$ cat config.mk
export PLATFORM = sky130hd
export DESIGN_NAME = mult_div_seq
export DESIGN_NICKNAME = d
export VERILOG_FILES = /design/src/rtl/mult_div_pkg.sv /design/src/rtl/md_cond_neg.sv /design/src/rtl/mult_div_seq.sv
export SDC_FILE = /design/constraint.sdc
export NUM_CORES = 1
export LEC_CHECK = 0
export CAP_MARGIN = 20
export CORE_ASPECT_RATIO = 0.6
export CORE_MARGIN = 1.5
export CORE_UTILIZATION = 60
export CTS_CLUSTER_SIZE = 10
export DETAILED_ROUTE_END_ITERATION = 8
export GPL_ROUTABILITY_DRIVEN = 0
export HOLD_SLACK_MARGIN = 0.12
export PLACE_DENSITY = 0.83
export SYNTH_ARGS = -nofsm -noshare
export SYNTH_HDL_FRONTEND = slang
export SYNTH_SLANG_ARGS = --single-unit
$ cat constraint.sdc
create_clock -name i_clk -period 5.9 [get_ports i_clk]
set_clock_uncertainty 0.05 [all_clocks]
set_input_delay 0.59 -clock i_clk [delete_from_list [all_inputs] [get_ports i_clk]]
set_output_delay 0.59 -clock i_clk [all_outputs]
set_load 0.03 [all_outputs]
$ cat src/rtl/mult_div_pkg.sv
// Shared op and state encodings for the sequential multiply/divide unit.
package mult_div_pkg;

  localparam logic [1:0] OP_MULT  = 2'b00;
  localparam logic [1:0] OP_MULTU = 2'b01;
  localparam logic [1:0] OP_DIV   = 2'b10;
  localparam logic [1:0] OP_DIVU  = 2'b11;

  typedef enum logic [1:0] {
    IDLE = 2'b00,
    RUN  = 2'b01,
    FIX  = 2'b10,
    DONE = 2'b11
  } state_t;

endpackage

$ cat src/rtl/md_cond_neg.sv
// Conditional two's-complement negate, purely combinational.
module md_cond_neg #(
  parameter int unsigned WIDTH = 32
) (
  input  logic             i_neg,
  input  logic [WIDTH-1:0] i_val,
  output logic [WIDTH-1:0] o_val
);

  assign o_val = i_neg ? (~i_val + WIDTH'(1)) : i_val;

endmodule

$ cat src/rtl/mult_div_seq.sv
// Sequential signed/unsigned multiply (shift-add) and divide (restoring), one bit per cycle.
module mult_div_seq
  import mult_div_pkg::*;
#(
  parameter int unsigned WIDTH = 32
) (
  input  logic             i_clk,
  input  logic             i_reset,
  input  logic             i_start,
  input  logic [1:0]       i_op,
  input  logic [WIDTH-1:0] i_a,
  input  logic [WIDTH-1:0] i_b,
  output logic             o_busy,
  output logic             o_done,
  output logic             o_div_zero,
  output logic [WIDTH-1:0] o_hi,
  output logic [WIDTH-1:0] o_lo
);

  localparam int unsigned CW = $clog2(WIDTH) + 1;
  localparam logic [CW-1:0] CntInit = CW'(WIDTH);

  state_t               r_state;
  logic [CW-1:0]        r_cnt;
  logic                 r_is_div;
  logic                 r_neg_res;
  logic                 r_neg_rem;
  logic [WIDTH-1:0]     r_opnd;
  logic [2*WIDTH-1:0]   r_acc;
  logic                 r_busy;
  logic                 r_done;
  logic                 r_div_zero;
  logic [WIDTH-1:0]     r_hi;
  logic [WIDTH-1:0]     r_lo;

  logic                 w_signed;
  logic                 w_op_div;
  logic                 w_b_zero;
  logic                 w_neg_a;
  logic                 w_neg_b;
  logic [WIDTH-1:0]     w_abs_a;
  logic [WIDTH-1:0]     w_abs_b;
  logic [WIDTH:0]       w_mul_sum;
  logic [2*WIDTH-1:0]   w_mul_next;
  logic [WIDTH:0]       w_div_trial;
  logic [2*WIDTH-1:0]   w_div_next;
  logic [2*WIDTH-1:0]   w_prod_fix;
  logic [WIDTH-1:0]     w_quo_fix;
  logic [WIDTH-1:0]     w_rem_fix;

  assign w_signed = (i_op == OP_MULT) || (i_op == OP_DIV);
  assign w_op_div = (i_op == OP_DIV) || (i_op == OP_DIVU);
  assign w_b_zero = (i_b == '0);
  assign w_neg_a  = w_signed & i_a[WIDTH-1];
  assign w_neg_b  = w_signed & i_b[WIDTH-1];

  md_cond_neg #(.WIDTH(WIDTH)) u_abs_a (.i_neg(w_neg_a), .i_val(i_a), .o_val(w_abs_a));
  md_cond_neg #(.WIDTH(WIDTH)) u_abs_b (.i_neg(w_neg_b), .i_val(i_b), .o_val(w_abs_b));

  // Multiply: r_acc = {partial product, remaining multiplier bits}; carry kept in w_mul_sum[WIDTH].
  assign w_mul_sum  = {1'b0, r_acc[2*WIDTH-1:WIDTH]} +
                      (r_acc[0] ? {1'b0, r_opnd} : {(WIDTH+1){1'b0}});
  assign w_mul_next = {w_mul_sum, r_acc[WIDTH-1:1]};

  // Divide: r_acc = {remainder, quotient}; trial uses the shifted remainder plus one extra bit.
  assign w_div_trial = r_acc[2*WIDTH-1:WIDTH-1] - {1'b0, r_opnd};
  assign w_div_next  = w_div_trial[WIDTH] ? {r_acc[2*WIDTH-2:0], 1'b0}
                                          : {w_div_trial[WIDTH-1:0], r_acc[WIDTH-2:0], 1'b1};

  md_cond_neg #(.WIDTH(2*WIDTH)) u_fix_prod (
    .i_neg(r_neg_res),
    .i_val(r_acc),
    .o_val(w_prod_fix)
  );
  md_cond_neg #(.WIDTH(WIDTH)) u_fix_quo (
    .i_neg(r_neg_res),
    .i_val(r_acc[WIDTH-1:0]),
    .o_val(w_quo_fix)
  );
  md_cond_neg #(.WIDTH(WIDTH)) u_fix_rem (
    .i_neg(r_neg_rem),
    .i_val(r_acc[2*WIDTH-1:WIDTH]),
    .o_val(w_rem_fix)
  );

  always_ff @(posedge i_clk) begin
    if (i_reset) begin
      r_state    <= IDLE;
      r_cnt      <= '0;
      r_is_div   <= 1'b0;
      r_neg_res  <= 1'b0;
      r_neg_rem  <= 1'b0;
      r_opnd     <= '0;
      r_acc      <= '0;
      r_busy     <= 1'b0;
      r_done     <= 1'b0;
      r_div_zero <= 1'b0;
      r_hi       <= '0;
      r_lo       <= '0;
    end else begin
      case (r_state)
        IDLE: begin
          r_done <= 1'b0;
          if (i_start) begin
            r_busy <= 1'b1;
            if (w_op_div && w_b_zero) begin
              r_div_zero <= 1'b1;
              r_done     <= 1'b1;
              r_state    <= DONE;
            end else begin
              r_div_zero <= 1'b0;
              r_is_div   <= w_op_div;
              r_neg_res  <= w_neg_a ^ w_neg_b;
              r_neg_rem  <= w_op_div & w_neg_a;
              r_cnt      <= CntInit;
              if (w_op_div) begin
                r_opnd <= w_abs_b;
                r_acc  <= {{WIDTH{1'b0}}, w_abs_a};
              end else begin
                r_opnd <= w_abs_a;
                r_acc  <= {{WIDTH{1'b0}}, w_abs_b};
              end
              r_state <= RUN;
            end
          end
        end
        RUN: begin
          r_acc <= r_is_div ? w_div_next : w_mul_next;
          r_cnt <= r_cnt - CW'(1);
          if (r_cnt == CW'(1)) r_state <= FIX;
        end
        FIX: begin
          if (r_is_div) begin
            r_hi <= w_rem_fix;
            r_lo <= w_quo_fix;
          end else begin
            r_hi <= w_prod_fix[2*WIDTH-1:WIDTH];
            r_lo <= w_prod_fix[WIDTH-1:0];
          end
          r_done  <= 1'b1;
          r_state <= DONE;
        end
        DONE: begin
          r_done  <= 1'b0;
          r_busy  <= 1'b0;
          r_state <= IDLE;
        end
        default: r_state <= IDLE;
      endcase
    end
  end

  assign o_busy     = r_busy;
  assign o_done     = r_done;
  assign o_div_zero = r_div_zero;
  assign o_hi       = r_hi;
  assign o_lo       = r_lo;

endmodule

==> key figures <==
Synthesis
  – Number of distinct library cell variants in the gate-level netlist after synthesis: roughly 70
  – Average footprint of a synthesized cell: 7.42 µm²
  – Largest area contributor in the netlist: dfxtp_1
  – Number of synthesized flops with an enable pin: 0
  – Top_reg_cell synth: dfxtp_1
  – Asr flop ratio synth: 0%
  – Proportion of synthesized chip area in sequential cells: 24.4%
  – Top cell type's share of synthesized area: 24.4%
  – Netlist Area Pre-Place: about 14000 µm²
  – Number of nets produced by synthesis: roughly 2100
  – Ranking of synthesized cells by area: dfxtp_1 (24%), ha_1 (6.6%), nor2_1 (6.2%)
  – Number of storage elements in the synthesis netlist: around 170
  – Number of warnings issued by yosys: 0
  – Post-Syn Instances: around 1900

Die
  – Core Footprint: about 23000 µm²
  – Area enclosed by the die boundary: around 25000 µm²
  – IO Count: 136
  – Initial core utilization: approximately three fifths
  – X dimension of the die: 202 µm
  – Standard-cell row count: 43
  – Vertical die dimension: between 100 and 150 µm

Power
  – Ratio of total power to cell area: approximately 360 nW/µm²
  – IR Drop Worst-Case VDD: 211 µV
  – Total design power: a little under 6 mW
  – Static leakage: 6.22 nW

Route
  – Overall via count from detail_route: ~16000
  – Starting DRC count in detailed routing: around 2500
  – DRC violation count after routing: 0
  – Number of vias per cell after detailed routing: 6.74
  – Number of search-and-repair iterations in the first detailed-routing pass: 6
  – Drt wl/cell: approximately 21 µm
  – Wirelength, routed: around 48000 µm
  – Antenna viol nets, final: 0

Job
  – Max capacitance violation total: 0

Clocking
  – Inserted Clock Buffers: 17
  – Sinks on Clock Net: approximately 170
  – Clock tree from TritonCTS: done
  – Clock-pin slew on the worst setup and hold paths: ~0.070 ns
  – Number of H-tree branching levels: 4
  – Post-CTS setup buffer count: 0
  – Resized cells post-CTS: 0
  – Worst-Skew Late Latency: between 0.4 and 0.5 ns
  – Hold bufs inserted after CTS: 0
  – Maximum count of clock buffers along a single path: 2
  – Clock root buffer master: clkbuf_16

Worst setup path
  – Kind of launch point of the worst setup path: flop
  – Largest incremental delay on the critical path: between 0.7 and 0.8 ns
  – Critical-path cell with the highest stage delay: a2111oi_0
  – Reg-to-reg critical path endpoint: r_acc[61]
  – FF-to-FF setup slack: around 1.6 ns
  – Cells traversed along the worst timing path: inv_1 > nor2_1 > ha_1 > nand2b_1 > a2111oi_0 > o2111ai_1 > a21oi_1 > o32a_1 > a31oi_1 > xnor2_1 > o21ai_0 > o21ai_0
  – Depth of the worst register-to-register path: 12
  – Cell repeated most along the worst path: o21ai_0
  – Category of the worst setup path capture point: flop
  – Crit-path max FO: 17
  – Launch point of the worst reg-to-reg path: r_acc[0]
  – Critical path arrival: 4.58 ns
  – Startpoint-to-endpoint class of the critical path: flop to flop
  – Required time reported for the critical path endpoint: slightly above 6 ns

Final layout
  – Top library cells by usage in the layout, fill and taps aside: nor2_1 (233), nand2_1 (180), dfxtp_1 (173), a21oi_1 (164), clkdlybuf4s50_1 (133)
  – Net total in the final layout: approximately 2100
  – Layout filler cell count: 1893
  – Multi-input gate area in the final layout: 10100 µm²
  – Sequential Area: about 3500 µm²
  – Growth of design area from synthesis to finish: 14.3%
  – Most frequent standard cell in the layout excluding fill and tap cells: nor2_1
  – Fraction of final layout cells sized beyond drive strength 1: 5.23%
  – Post-Route Utilization: between 70 and 80%

Global routing
  – Number of antenna violations at the first check in global routing: 0
  – Via count of the first global-routing pass: ~14000
  – Global route overflow: 0
  – Wire length of the first global-routing pass: 74400 µm
  – Largest net degree at the start of global routing: 101
  – Overall global routing resource usage: 38.1%

Run status
  – Result of the run: finished clean

STA
  – Final clock period utilization by the worst path: ~73%
  – Slew at the pin closest to its max-slew limit: around 1.1 ns
  – Post-layout minimum cycle time: 4.30 ns
  – Highest clock rate: 233 MHz
  – Final number of hold-violating endpoints: 0
  – Max Transition Viols Final: 0
  – WHS: around 0.41 ns
  – Setup TNS: 0 ns
  – Rel. slew slack: a little over a quarter
  – Setup repair after global routing missed its margin: false
  – # setup viols final: 0

Min path
  – End point of the most critical hold path: r_opnd[3]
  – Number of cells traversed by the worst hold path: 2
  – Path type of the worst min-delay path: flop to flop
  – Worst hold start: r_opnd[3]

Placed design
  – IO Port Bufs: about 140
  – Placed wire-length estimate: 36000 µm
worst max path at each step:
stage | startpoint | endpoint | slack, ns | depth (start not counted)
finish | r_acc[0] | r_acc[61] | 1.60 | 12
detailed placement | i_b[13] | r_acc[46] | 1.65 | 10
floorplan | r_acc[32] | r_acc[47] | 2.55 | 13
global placement | i_b[15] | r_acc[33] | 1.73 | 10
CTS | r_acc[31] | r_acc[32] | 1.79 | 13
global route | r_acc[2] | o_hi[5] | 1.47 | 9
cells in the mapped netlist (all sizes together), types with 10 or more instances:
library cell    n
o41ai          10
mux2           28
nand3          32
nand2b         22
clkbuf        105
nor3           44
nor4           14
a311oi         15
o21ai         126
o21bai         10
o211ai         48
a21oi         165
a22oi          21
ha             75
inv            73
mux2i          51
buf            16
xnor2          86
or4            13
nand2         180
or3            19
a31oi          20
o31ai          17
and3           15
dfxtp         174
xor2           77
nand4          19
nor2b          11
a211oi         79
nor2          234
a21o           25
area by class of cell:
cell class                      count  area share, %
Antenna cell                        1         0.0153
Clock buffer                       18           2.69
Clock inverter                     14          0.967
Inverter                           73           1.68
Multi-Input combinational cell   1554           61.7
Sequential cell                   174           21.4
Tap cell                          315           2.42
Timing Repair Buffer              155           9.16
per-stage QoR:
| stage | std cells | area [µm²] | setup WS, ns |
|---|---|---|---|
| after floorplan | 1922 | 14300 | 2.55 |
| after global placement | 2270 | 15700 | 1.73 |
| after detailed placement | 2270 | 15700 | 1.65 |
| after CTS | 2302 | 16300 | 1.79 |
| after global routing | 2303 | 16300 | 1.47 |
| final | 2304 | 16300 | 1.60 |
layer usage:
| layer | up-vias | wire length [µm] | GRT usage (%) |
|---|---|---|---|
| met2 | 1112 | 19100 | 52.6 |
| met1 | 7198 | 20400 | 54.4 |
| met4 | 0 | 1370 | 13.0 |
| met3 | 145 | 7360 | 12.9 |
| li1 | 7066 | - | - |
| met5 | - | 0 | 0 |
power breakdown:
group,switching (mW),internal [mW]
logic,1.88,1.13
registers,0.317,1.45
clock network,0.565,0.610
total,2.76,3.19
logic make-up (layout without fill, tap and decap cells):
logic type	count (synthesis)	in the layout	share of synthesized area, %
compound gates	599	599	27.0
flops	174	174	24.4
fa+ha+maj	77	77	6.86
xor+xnor	163	163	10.0
mux	79	79	5.79
simple gates	636	636	20.7
other cells	0	1	0
buf+inv	194	260	5.26
registers in the layout, summed over array words and instances (netlist names):
name,cells
o_div_zero,1
r_is_div,1
r_opnd,32
r_cnt,6
r_neg_rem,1
o_hi,32
r_state,2
r_acc,64
r_neg_res,1
o_done,1
o_lo,32
o_busy,1
critical path, delay by kind of cell (launching register included):
kind / cells / cell delay (ns)
compound gates: 7 / 2.24
buf+inv: 1 / 0.63
flops: 1 / 0.43
fa+ha+maj: 1 / 0.38
simple gates: 2 / 0.29
xor+xnor: 1 / 0.15
Note: power is estimated with default switching activity, not from simulation.
